**config.mk**
```make
export PLATFORM = sky130hd
export DESIGN_NAME = fetch_sequencer
export DESIGN_NICKNAME = d
export VERILOG_FILES = /design/src/rtl/cpu_pkg.sv /design/src/rtl/instr_decoder.sv /design/src/rtl/fetch_sequencer.sv
export SDC_FILE = /design/constraint.sdc
export NUM_CORES = 1
export LEC_CHECK = 0
export CELL_PAD_IN_SITES_DETAIL_PLACEMENT = 1
export CELL_PAD_IN_SITES_GLOBAL_PLACEMENT = 1
export CORE_UTILIZATION = 33
export DETAILED_ROUTE_END_ITERATION = 10
export PLACE_DENSITY = 0.87
export SLEW_MARGIN = 10
export SYNTH_ARGS = -nofsm -noshare
export SYNTH_HDL_FRONTEND = slang
export SYNTH_SLANG_ARGS = --single-unit
```
**constraint.sdc**
```tcl
create_clock -name clk -period 1.55 [get_ports clk]
set_input_delay 0.31 -clock clk [delete_from_list [all_inputs] [get_ports clk]]
set_output_delay 0.31 -clock clk [all_outputs]
set_load 0.03 [all_outputs]
```
**src/rtl/cpu_pkg.sv**
```systemverilog
// Shared definitions for the 8-bit CPU: opcodes, ALU op encoding, sequencer states.
package cpu_pkg;

    localparam int unsigned DATA_W = 8;
    localparam int unsigned OPC_W  = 4;
    localparam int unsigned ALU_W  = 3;
    localparam int unsigned SEL_W  = 2;

    localparam logic [OPC_W-1:0] OP_NOP  = 4'h0;
    localparam logic [OPC_W-1:0] OP_ADD  = 4'h1;
    localparam logic [OPC_W-1:0] OP_SUB  = 4'h2;
    localparam logic [OPC_W-1:0] OP_AND  = 4'h3;
    localparam logic [OPC_W-1:0] OP_OR   = 4'h4;
    localparam logic [OPC_W-1:0] OP_XOR  = 4'h5;
    localparam logic [OPC_W-1:0] OP_MOV  = 4'h6;
    localparam logic [OPC_W-1:0] OP_LOAD = 4'h9;
    localparam logic [OPC_W-1:0] OP_JMP  = 4'hC;
    localparam logic [OPC_W-1:0] OP_JZ   = 4'hD;
    localparam logic [OPC_W-1:0] OP_HLT  = 4'hF;

    localparam logic [ALU_W-1:0] ALU_NONE  = 3'b000;
    localparam logic [ALU_W-1:0] ALU_ADD   = 3'b001;
    localparam logic [ALU_W-1:0] ALU_SUB   = 3'b010;
    localparam logic [ALU_W-1:0] ALU_AND   = 3'b011;
    localparam logic [ALU_W-1:0] ALU_OR    = 3'b100;
    localparam logic [ALU_W-1:0] ALU_XOR   = 3'b101;
    localparam logic [ALU_W-1:0] ALU_PASSB = 3'b110;

    typedef enum logic [1:0] {
        S_FETCH   = 2'd0,
        S_OPERAND = 2'd1,
        S_EXECUTE = 2'd2,
        S_HALT    = 2'd3
    } state_t;

    // Opcodes that carry a second (operand) byte.
    function automatic logic is_two_byte(input logic [OPC_W-1:0] opcode);
        return (opcode == OP_LOAD) || (opcode == OP_JMP) || (opcode == OP_JZ);
    endfunction

endpackage

```
**src/rtl/instr_decoder.sv**
```systemverilog
// Combinational instruction decode of the instruction register.
module instr_decoder
    import cpu_pkg::*;
(
    input  logic [DATA_W-1:0] ir,
    output logic              reg_we_raw,
    output logic              wb_sel,
    output logic [ALU_W-1:0]  alu_op,
    output logic              flags_we_raw,
    output logic              is_jmp,
    output logic              is_jz,
    output logic              is_hlt,
    output logic              illegal,
    output logic [SEL_W-1:0]  rd_raw,
    output logic [SEL_W-1:0]  rs_raw
);

    logic [OPC_W-1:0] opcode;

    assign opcode = ir[7:4];
    assign rd_raw = ir[3:2];
    assign rs_raw = ir[1:0];

    always_comb begin
        reg_we_raw   = 1'b0;
        wb_sel       = 1'b0;
        alu_op       = ALU_NONE;
        flags_we_raw = 1'b0;
        is_jmp       = 1'b0;
        is_jz        = 1'b0;
        is_hlt       = 1'b0;
        illegal      = 1'b0;
        case (opcode)
            OP_NOP: ;
            OP_ADD, OP_SUB, OP_AND, OP_OR, OP_XOR: begin
                reg_we_raw   = 1'b1;
                flags_we_raw = 1'b1;
                alu_op       = opcode[2:0];
            end
            OP_MOV: begin
                reg_we_raw = 1'b1;
                alu_op     = ALU_PASSB;
            end
            OP_LOAD: begin
                reg_we_raw = 1'b1;
                wb_sel     = 1'b1;
            end
            OP_JMP: is_jmp = 1'b1;
            OP_JZ:  is_jz  = 1'b1;
            OP_HLT: is_hlt = 1'b1;
            default: illegal = 1'b1;
        endcase
    end

endmodule

```
**src/rtl/fetch_sequencer.sv**
```systemverilog
// CPU control unit: PC, instruction/operand fetch FSM and gated execute controls.
module fetch_sequencer
    import cpu_pkg::*;
#(
    parameter logic [7:0] RESET_PC = 8'h00
) (
    input  logic       clk,
    input  logic       rst_n,
    input  logic       stall,
    input  logic       zero_flag,
    output logic [7:0] imem_addr,
    input  logic [7:0] imem_data,
    output logic       reg_we,
    output logic [1:0] rd_sel,
    output logic [1:0] rs_sel,
    output logic [2:0] alu_op,
    output logic       wb_sel,
    output logic       flags_we,
    output logic [7:0] imm,
    output logic       halted,
    output logic       illegal_op
);

    state_t            state;
    logic [DATA_W-1:0] pc;
    logic [DATA_W-1:0] ir;
    logic [DATA_W-1:0] imm_q;

    logic              dec_reg_we;
    logic              dec_wb_sel;
    logic [ALU_W-1:0]  dec_alu_op;
    logic              dec_flags_we;
    logic              dec_jmp;
    logic              dec_jz;
    logic              dec_hlt;
    logic              dec_illegal;
    logic [SEL_W-1:0]  dec_rd;
    logic [SEL_W-1:0]  dec_rs;
    logic              in_exec;
    logic              fire;

    instr_decoder u_dec (
        .ir          (ir),
        .reg_we_raw  (dec_reg_we),
        .wb_sel      (dec_wb_sel),
        .alu_op      (dec_alu_op),
        .flags_we_raw(dec_flags_we),
        .is_jmp      (dec_jmp),
        .is_jz       (dec_jz),
        .is_hlt      (dec_hlt),
        .illegal     (dec_illegal),
        .rd_raw      (dec_rd),
        .rs_raw      (dec_rs)
    );

    // Sequencer state, PC and fetched bytes; everything freezes under stall.
    always_ff @(posedge clk or negedge rst_n) begin
        if (!rst_n) begin
            state <= S_FETCH;
            pc    <= RESET_PC;
            ir    <= 8'h00;
            imm_q <= 8'h00;
        end else if (!stall) begin
            case (state)
                S_FETCH: begin
                    ir    <= imem_data;
                    pc    <= pc + 8'd1;
                    state <= is_two_byte(imem_data[7:4]) ? S_OPERAND : S_EXECUTE;
                end
                S_OPERAND: begin
                    imm_q <= imem_data;
                    pc    <= pc + 8'd1;
                    state <= S_EXECUTE;
                end
                S_EXECUTE: begin
                    if (dec_jmp || (dec_jz && zero_flag)) begin
                        pc <= imm_q;
                    end
                    state <= dec_hlt ? S_HALT : S_FETCH;
                end
                S_HALT: state <= S_HALT;
                default: state <= S_FETCH;
            endcase
        end
    end

    // Controls are visible only in EXECUTE; write strobes also drop while stalled.
    assign in_exec    = (state == S_EXECUTE);
    assign fire       = in_exec && !stall;

    assign imem_addr  = pc;
    assign imm        = imm_q;
    assign halted     = (state == S_HALT);
    assign reg_we     = fire && dec_reg_we;
    assign flags_we   = fire && dec_flags_we;
    assign illegal_op = fire && dec_illegal;
    assign rd_sel     = in_exec ? dec_rd : 2'b00;
    assign rs_sel     = in_exec ? dec_rs : 2'b00;
    assign alu_op     = in_exec ? dec_alu_op : ALU_NONE;
    assign wb_sel     = in_exec && dec_wb_sel;

endmodule

```
# Word level (Yosys, flattened, before mapping)
# Cells that the tools add are included.
totals:
  out_inout_bits: 28
  input_bits: 12
  register_bits: 26
  wordCells: 59
classes:
  addsub: 1
  bitwise: 1
  mux: 16
  n_eq_ne: 17
  reduce_logical: 20
ops:
  columns: ["cell", "n"]
  rows:
  - ["== test 4 bit, second input constant", 7]
  - ["case mux 8 bit (2 select lines)", 1]
  - ["== test 4 x 3 -> 1 bit, second input constant", 3]
  - ["OR reduction 11 bit", 1]
  - ["adder 8 x 1 -> 8 bit, second input constant", 1]
  - ["== test 4 x 2 -> 1 bit, second input constant", 2]
  - ["two-way mux 2 bit", 4]
  - ["two-way mux 8 bit", 1]
  - ["case mux 2 bit (4 select lines)", 1]
  - ["two-way mux 1 bit", 7]
  - ["OR reduction 7 bit", 1]
  - ["logical AND 1 bit", 6]
  - ["case mux 3 bit (2 select lines)", 1]
  - ["OR reduction 5 bit", 1]
  - ["== test 2 bit, second input constant", 2]
  - ["== test 4 x 1 -> 1 bit, second input constant", 1]
  - ["logical NOT 4 bit", 1]
  - ["AND reduction 2 bit", 2]
  - ["logical OR 1 bit", 3]
  - ["two-way mux 3 bit", 1]
  - ["AND reduction 3 bit", 1]
  - ["== test 2 x 1 -> 1 bit, second input constant", 1]
  - ["logical NOT 2 bit", 1]
  - ["inequality test 2 x 1 -> 1 bit, second input constant", 1]
  - ["other kinds (4)", 4]

# Depth between registers and ports, before layout
# Gate-level depths: netlist (run 1).
depth:
  depth_word: 6
  ltp_mapped: 7
  ltp_nobuf: 5

# Hierarchy
# Synthesis (run 1) repeated with hierarchy kept, for this count alone.
unflattened:
  hier_cells: 144
  area_unflattened_um2: 1483.9
modules_own_cells:
  columns: ["module", "area_each_um2", "seq_area_each_um2", "n_inst", "cells_per_inst"]
  rows:
  - ["fetch_sequencer", 1298.7, 650.6, 1, 118]
  - ["instr_decoder", 185.2, 0.0, 1, 26]

# Worst setup path after synthesis (run 1)
# OpenSTA, ideal clock, no wires.
synth_timing:
  path_kind: "reg2out"
  start: "reg state[0]"
  end: "out wb_sel"
  required_ns: 1.240
  slack_ns: -0.679
  n_path_buf: 3
  arrival_time_ns: 1.919
  path_stages_with_launch: 6
  cell_sequence: "dfrtp_1 -> buf_6 -> nand2b_1 -> buf_2 -> buf_2 -> nor4_1"
synth_via:
  elab_chain_cells: 2
synth_lines:
  columns: ["element", "line", "rtl"]
  rows:
  - ["from (decl)", "fetch_sequencer.sv:24", "state_t state;"]
  - ["from (signal assigned)", "fetch_sequencer.sv:68", "state <= is_two_byte(imem_data[7:4]) ? S_OPERAND : S_EXECUTE;"]
  - ["from (signal assigned)", "fetch_sequencer.sv:79", "state <= dec_hlt ? S_HALT : S_FETCH;"]
  - ["== test 2 bit", "fetch_sequencer.sv:88", "assign in_exec = (state == S_EXECUTE);"]
  - ["logical AND 1 bit", "fetch_sequencer.sv:100", "assign wb_sel = in_exec && dec_wb_sel;"]
  - ["to (decl)", "fetch_sequencer.sv:17", "output logic wb_sel,"]
# No other way between the ends.

# Worst setup path in the final report (run 1)
layout_timing:
  start: "reg ir[6]"
  end: "out reg_we"
layout_via:
  elab_chain_cells: 4
  elab_cells_between_ends: 10
  classes_between: "7 x eq/ne; 1 x mux; 2 x reduce/logical"
layout_lines:
  columns: ["element", "line", "rtl"]
  rows:
  - ["from (decl)", "fetch_sequencer.sv:26", "logic [DATA_W-1:0] ir;"]
  - ["from (signal assigned)", "fetch_sequencer.sv:66", "ir <= imem_data;"]
  - ["== test 4 x 1 -> 1 bit, or another cell as far along", "instr_decoder.sv:33", "case (opcode)"]
  - ["OR reduction 7 bit (no source line) *", null, null]
  - ["two-way mux 1 bit *", "instr_decoder.sv:33", null]
  - ["logical AND 1 bit *", "fetch_sequencer.sv:94", "assign reg_we = fire && dec_reg_we;"]
  - ["to (decl)", "fetch_sequencer.sv:13", "output logic reg_we,"]
# Mark *: on every way between the ends. The rest lies on a longest branch, timed or not.

==> impl_metrics.csv, run 1 <==
group,metric,value,unit
timing,drv_slew,0,
synthesis,async_flop_share,1.00,
synthesis,synth.most_common_cell,"dfrtp_1",
place,io_buffers,39,
global_route,grt_pass1_wl,7760,microns
synthesis,syn-instance-count,142,
routing,via_per_inst,5.26,
die,row_count,23,
layout,syn_to_final_growth,65.8,%
place,place.gp.congestion,0.778,
layout,fill_cells,453,
routing,drt_iter0_drc,44,
synthesis,yosysWarnings,0,
die,die-area,4690,sq um
setup_path,critPathLaunchType,"register",
synthesis,synth_top_family_by_area,"simple AND/OR/NAND/NOR gates",
routing,wl_per_cell,19.0,microns
timing,finClkSkew,0.0107,ns
cts,cts_inserted_buffers,3,
place,place_ws,-0.296,ns
synthesis,synthesis.nets,155,
timing,setup_viol,17,
timing,hold_viol,0,
global_route,grt_pass1_vias,1568,
setup_path,cp.required,1.24,ns
cts,htreeDepth,1,
layout,fin_util,0.588,
routing,drt_first_pass_iters,4,
routing,dr_total_vias,1411,
layout,fin_area,2420,sq um
synthesis,syn_area,1460,sq um
timing,fin_ws,-0.225,ns
cts,cts_tree,"built",
synthesis,synth_simple_gate_area_frac,0.218,
pwr,p_total,0.00569,W
die,die_h,68.5,microns
synthesis,synth.avg_cell_area,10.3,sq um
synthesis,synth_cell_types,39,
pwr,leakagePower,1.09,nW
timing,fin_crit,1.78,ns
setup_path,worstSetupPathType,"reg -> out",
setup_path,worstPathMaxFanout,5,
cts,clock-sinks,26,
global_route,grt_overflow,0,
global_route,track_usage,0.234,
synthesis,synth_top_cell_by_area,"dfrtp_1",
synthesis,synth_compound_area_frac,0.149,
synthesis,synth_area_leaders,"dfrtp_1 45%, mux2_2 12%, a21oi_1 4.1%",
die,io_pins,40,
die,start_util,0.355,
synthesis,seq_area_frac_synth,0.446,
global_route,grt_max_degree,27,
synthesis,synth_edf_count,0,
cts,postCtsHoldBufs,0,
cts,cts.clk_slew.worst_paths,0.09,ns
status,status,"complete, but fails checks",
global_route,antenna_found_initial,0,
setup_path,r2r_start,"ir[5]",
synthesis,ys.flop_type,"dfrtp_1",
status,violations,"setup timing",
min_path,hold_class,"in -> async",
layout,drive_gt1_frac,0.509,
die,coreArea,4120,sq um
timing,hold_ws,0.399,ns
setup_path,crit_path_end_kind,"output port",
place,hpwl,3530,microns
synthesis,synth_fa_ha_area_frac,0.00858,
timing,max_slew_margin,0.773,
synthesis,yosys-top-cells-count,"26 x dfrtp_1, 15 x mux2_2, 13 x nand2_1, 12 x a21oi_1",
routing,drcViolationCount,0,
cts,clk_latency,0.27,ns
synthesis,synth-xor-area-share,0,
synthesis,synth-seq-cells,26,
timing,period_share,1.15,
timing,rsz0062_at_grt,"yes",
setup_path,arrival,1.47,ns
routing,ant_nets,0,
place,place_area,2070,sq um
pwr,p_per_area,2350,nW/um^2
die,dieWidth,68.5,microns
pwr,ir_drop,1.04,mV
synthesis,synth_top_area_share,0.446,
cts,clock_path_buffers,2,
layout,final_nets,232,
timing,worst_pin_slew,0.340,ns
setup_path,critPathLaunch,"ir[6]",
routing,wl,5110,microns
layout,antenna_cells,0,
timing,fmax,563,MHz
flow_run,maxCapViolCount,0,
synthesis,muxShareOfSynthArea,0.123,
cts,cts_root_buffer,"clkbuf_8",
[cells by family after synthesis]
family                   after synthesis
AND/OR/NAND/NOR                       52
adder cells (fa/ha/maj)                1
multiplexers                          16
flip-flops                            26
buffers and inverters                 14
AO/OA/AOI/OAI                         33
[worst max-delay path, cell delays in order, from the launching register on]
cell and delay [ns]:
dfrtp_2 0.46, buf_4 0.17, a21oi_1 0.18, o21ai_1 0.11, a21oi_2 0.13, buf_6 0.14
[path summary, 6_finish.rpt]
check | to | depth (start not counted) | slack, ns
max in group asynchronous | ir[4] | 2 | 0.86
worst min-delay path | imem_addr[0] | 2 | 0.40
worst max register to register | imem_addr[6] | 7 | -0.09
worst max-delay path | reg_we | 5 | -0.23
worst min register to register | ir[1] | 1 | 0.52
min in group clk | ir[1] | 1 | 0.52
[through the flow]
| stage | instances | TNS, ns |
|---|---|---|
| 2_1_floorplan | 142 | -0.390 |
| 6_report | 268 | -1.59 |
| 3_5_place_dp | 244 | -6.00 |
| 3_3_place_gp | 244 | -5.25 |
| 4_1_cts | 268 | -1.99 |
| 5_1_grt | 268 | -2.67 |
[sequential cells by signal (all words and copies together), names as in the netlist]
name	flops
imem_addr	8
ir	8
state	2
imm	8
[cell type report]
| class | count | area [sq um] | area share |
|---|---|---|---|
| multi-input combinational | 102 | 853 | 0.353 |
| timing repair buffer | 83 | 781 | 0.323 |
| sequential | 26 | 656 | 0.271 |
| tap | 50 | 62.6 | 0.0259 |
| clock buffer | 4 | 55.1 | 0.0228 |
| inverter | 3 | 11.3 | 0.00466 |
[per-layer routing]
metal | up-vias | wire length, microns | GRT usage
met5 | - | 0 | 0
met4 | 0 | 85 | 0.0729
met3 | 8 | 152 | 0.0378
met2 | 37 | 2920 | 0.441
met1 | 716 | 1940 | 0.265
li1 | 650 | - | -
[cells in the final DEF (no fill, tap or decap), types with 4 or more instances in the layout]
cell and instances:
dfrtp_2 4, a21oi_2 4, o21ai_0 5, buf_6 23
and2_4 6, nand2_1 11, clkdlybuf4s50_1 10, nand3_1 5
clkbuf_8 4, nor2_1 7, mux2_2 15, dlygate4sd2_1 17
buf_4 31, dfrtp_1 22, a21oi_1 10
[where the power goes]
group | internal (W) | leakage (nW) | switching, W | total (W)
clock | 0.000227 | 0.0288 | 0.000210 | 0.000437
sequential | 0.00104 | 0.299 | 0.000360 | 0.00140
combinational | 0.00182 | 0.758 | 0.00204 | 0.00386
total | 0.00308 | 1.09 | 0.00261 | 0.00569
[repair_timing]
| action | CTS | global route |
|---|---|---|
| resized for setup | 55 | 12 |
| setup buffers | 22 | 1 |
| pin swaps | 6 | 12 |
| setup endpoints to repair | 40 | 35 |
No activity file was read; power rests on OpenSTA's default activity.
==> run 2, diff against run 1 <==
CTS_CLUSTER_SIZE = 12   (was default)
HOLD_SLACK_MARGIN = 0.06   (was default)
==> results of run 2 <==
Final layout, timing and power as in run 1 (identical DEF).
==> run 3, diff against run 2 <==
CORE_ASPECT_RATIO = 0.7   (was default)
CORE_MARGIN = 2   (was default)
==> run 3 against run 2 <==
  * Core utilization fell by 0.49 points
  * Global-route usage fell by 1.2 points
  * Clock skew fell by 0.0062 ns
  * Hold slack improved by 0.0068 ns
  * Highest routed layer unchanged
  * Non-clock buffer count fell by 2
  * Final area rose by 3.7%
  * The run still ends with setup timing left
  * Sequential share of layout area fell by 0.87 points
  * Final cell count rose by 1.1%
  * Clock power rose by 31%
  * Maximum frequency fell by 1.9%
  * Critical path type unchanged
  * Setup slack got worse by 0.034 ns
  * Sequential power rose by 6%
==> impl_metrics.csv, run 3 (synthesis gave the netlist of run 1 again) <==
group,metric,value,unit
status,status,"complete, but fails checks",
status,violations,"setup timing",
setup_path,worstPathMaxFanout,6,
timing,drv_slew,0,
layout,fin_area,2510,sq um
routing,via_per_inst,5.35,
cts,clk_latency,0.28,ns
place,hpwl,3060,microns
global_route,grt_pass1_wl,8500,microns
global_route,grt_max_degree,27,
layout,final_nets,230,
die,coreArea,4300,sq um
die,row_count,20,
setup_path,r2r_cells,7,
timing,hold_ws,0.406,ns
layout,drive_gt1_frac,0.556,
timing,hold_viol,0,
setup_path,slowest_stage,"dfrtp_2",
timing,setup_viol,37,
die,dieWidth,83.5,microns
layout,final_cells,271,
timing,fin_setup_tns,-4.49,ns
cts,cts_root_buffer,"clkbuf_8",
pwr,power.switching,0.00290,W
routing,ant_nets,0,
cts,postCtsHoldBufs,0,
global_route,track_usage,0.222,
die,start_util,0.339,
timing,fmax,553,MHz
place,place.gp.congestion,0.726,
timing,finClkSkew,0.00456,ns
pwr,leakagePower,1.11,nW
routing,drt_first_pass_iters,4,
pwr,netSwitchingFraction,0.467,
routing,dr_total_vias,1450,
place,place_area,2040,sq um
pwr,p_per_area,2480,nW/um^2
global_route,grt_overflow,0,
cts,cts_tree,"built",
timing,period_share,1.17,
timing,fin_crit,1.81,ns
pwr,p_int,0.00332,W
die,die-area,4980,sq um
setup_path,cp.required,1.24,ns
setup_path,path_cells,"buf_4 -> nand4b_1 -> a211oi_4 -> buf_6",
routing,wl,6060,microns
layout,antenna_cells,0,
place,place_inst,246,
place,io_buffers,39,
global_route,grt_pass1_vias,1509,
timing,max_slew_margin,0.765,
cts,htreeDepth,1,
pwr,seqPwrFrac,0.240,
global_route,antenna_found_initial,0,
die,io_pins,40,
layout,syn_to_final_growth,72.0,%
cts,clock-sinks,26,
setup_path,arrival,1.50,ns
min_path,hold_class,"in -> async",
flow_run,maxCapViolCount,0,
setup_path,crit_path_end_kind,"output port",
pwr,power.share.combinational,0.668,
layout,fill_cells,463,
timing,rsz0062_at_grt,"yes",
setup_path,critPathLaunchType,"register",
routing,wl_per_cell,22.4,microns
layout,mostFrequentLayoutCell,"buf_4",
routing,drcViolationCount,0,
setup_path,max_stage_delay,0.47,ns
cts,cts.clk_slew.worst_paths,0.09,ns
layout,final_cell_mix,"27 x buf_4, 24 x buf_6, 20 x dfrtp_1, 16 x dlygate4sd2_1",
pwr,ir_drop,1.02,mV
timing,fin_ws,-0.260,ns
routing,drt_iter0_drc,62,
cts,clock_path_buffers,2,
die,die_h,59.6,microns
cts,cts_inserted_buffers,3,
pwr,clkPwrFrac,0.092,
setup_path,worstSetupPathType,"reg -> out",
timing,worst_pin_slew,0.353,ns
run 3: cell count changes in the layout (fill, tap and decap cells not counted), moves of 2 or more:
cell	change
mux2_4	+8
buf_4	-4
dfrtp_2	+2
a21oi_2	+5
mux2_2	-8
a21oi_1	-5
nand2_2	+2
dfrtp_1	-2
o21ai_1	-2
run 3: path summary, 6_finish.rpt:
check / start / end / slack, ns
setup / recovery: ir[4] / illegal_op / -0.26
hold / removal: rst_n / imem_addr[4] / 0.41
setup reg to reg: ir[4] / imem_addr[0] / -0.16
hold reg to reg: ir[3] / ir[3] / 0.52
max in group asynchronous: rst_n / ir[5] / 0.86
min in group clk: ir[3] / ir[3] / 0.52
run 3: power groups by stage:
stage / Combinational, W / Sequential (W) / Clock [W]
3_5_place_dp: 0.00301 / 0.00148 / 0
3_3_place_gp: 0.00292 / 0.00145 / 0
4_1_cts: 0.00350 / 0.00145 / 0.000577
6_report: 0.00416 / 0.00149 / 0.000573
2_1_floorplan: 0.00163 / 0.00172 / 0
5_1_grt: 0.00435 / 0.00154 / 0.000602
run 3: area by class of cell:
cell class / count / area [sq um] / area share
inverter: 3 / 15.0 / 0.00599
multi-input combinational: 102 / 915 / 0.365
clock inverter: 1 / 30.0 / 0.0120
clock buffer: 3 / 41.3 / 0.0165
timing repair buffer: 81 / 781 / 0.311
sequential: 26 / 658 / 0.262
tap: 55 / 68.8 / 0.0274
run 3: metal layers:
metal,wire (microns),track usage,share of wire,vias to the layer above
met4,66,0.0438,0.011,0
li1,-,-,-,645
met5,0,0,0,-
met2,2960,0.388,0.49,55
met3,343,0.0418,0.057,8
met1,2680,0.295,0.44,742
run 3: timing repair:
action / 4_1_cts / 5_1_grt
endpoints found under the hold margin: 0 / 0
pin swaps: 3 / 8
gates resized for setup: 57 / 30
endpoints found under the setup margin: 45 / 37
setup buffers: 14 / 8
cloned: 0 / 0
run 3: per-stage QoR:
step,power [W],util,setup WS [ns]
after CTS,0.00552,0.545,-0.217
after detailed placement,0.00449,0.474,-0.288
after global placement,0.00437,0.474,-0.260
final,0.00622,0.583,-0.260
after floorplan,0.00334,-,-0.133
after global routing,0.00648,0.583,-0.300
run 3: worst max-delay path, delay by kind of cell (launching register included):
family / cells / cell delay (ns)
and+or+nand+nor: 1 / 0.17
AOI/OAI and AO/OA: 1 / 0.27
DFF: 1 / 0.47
buffers and inverters: 2 / 0.32
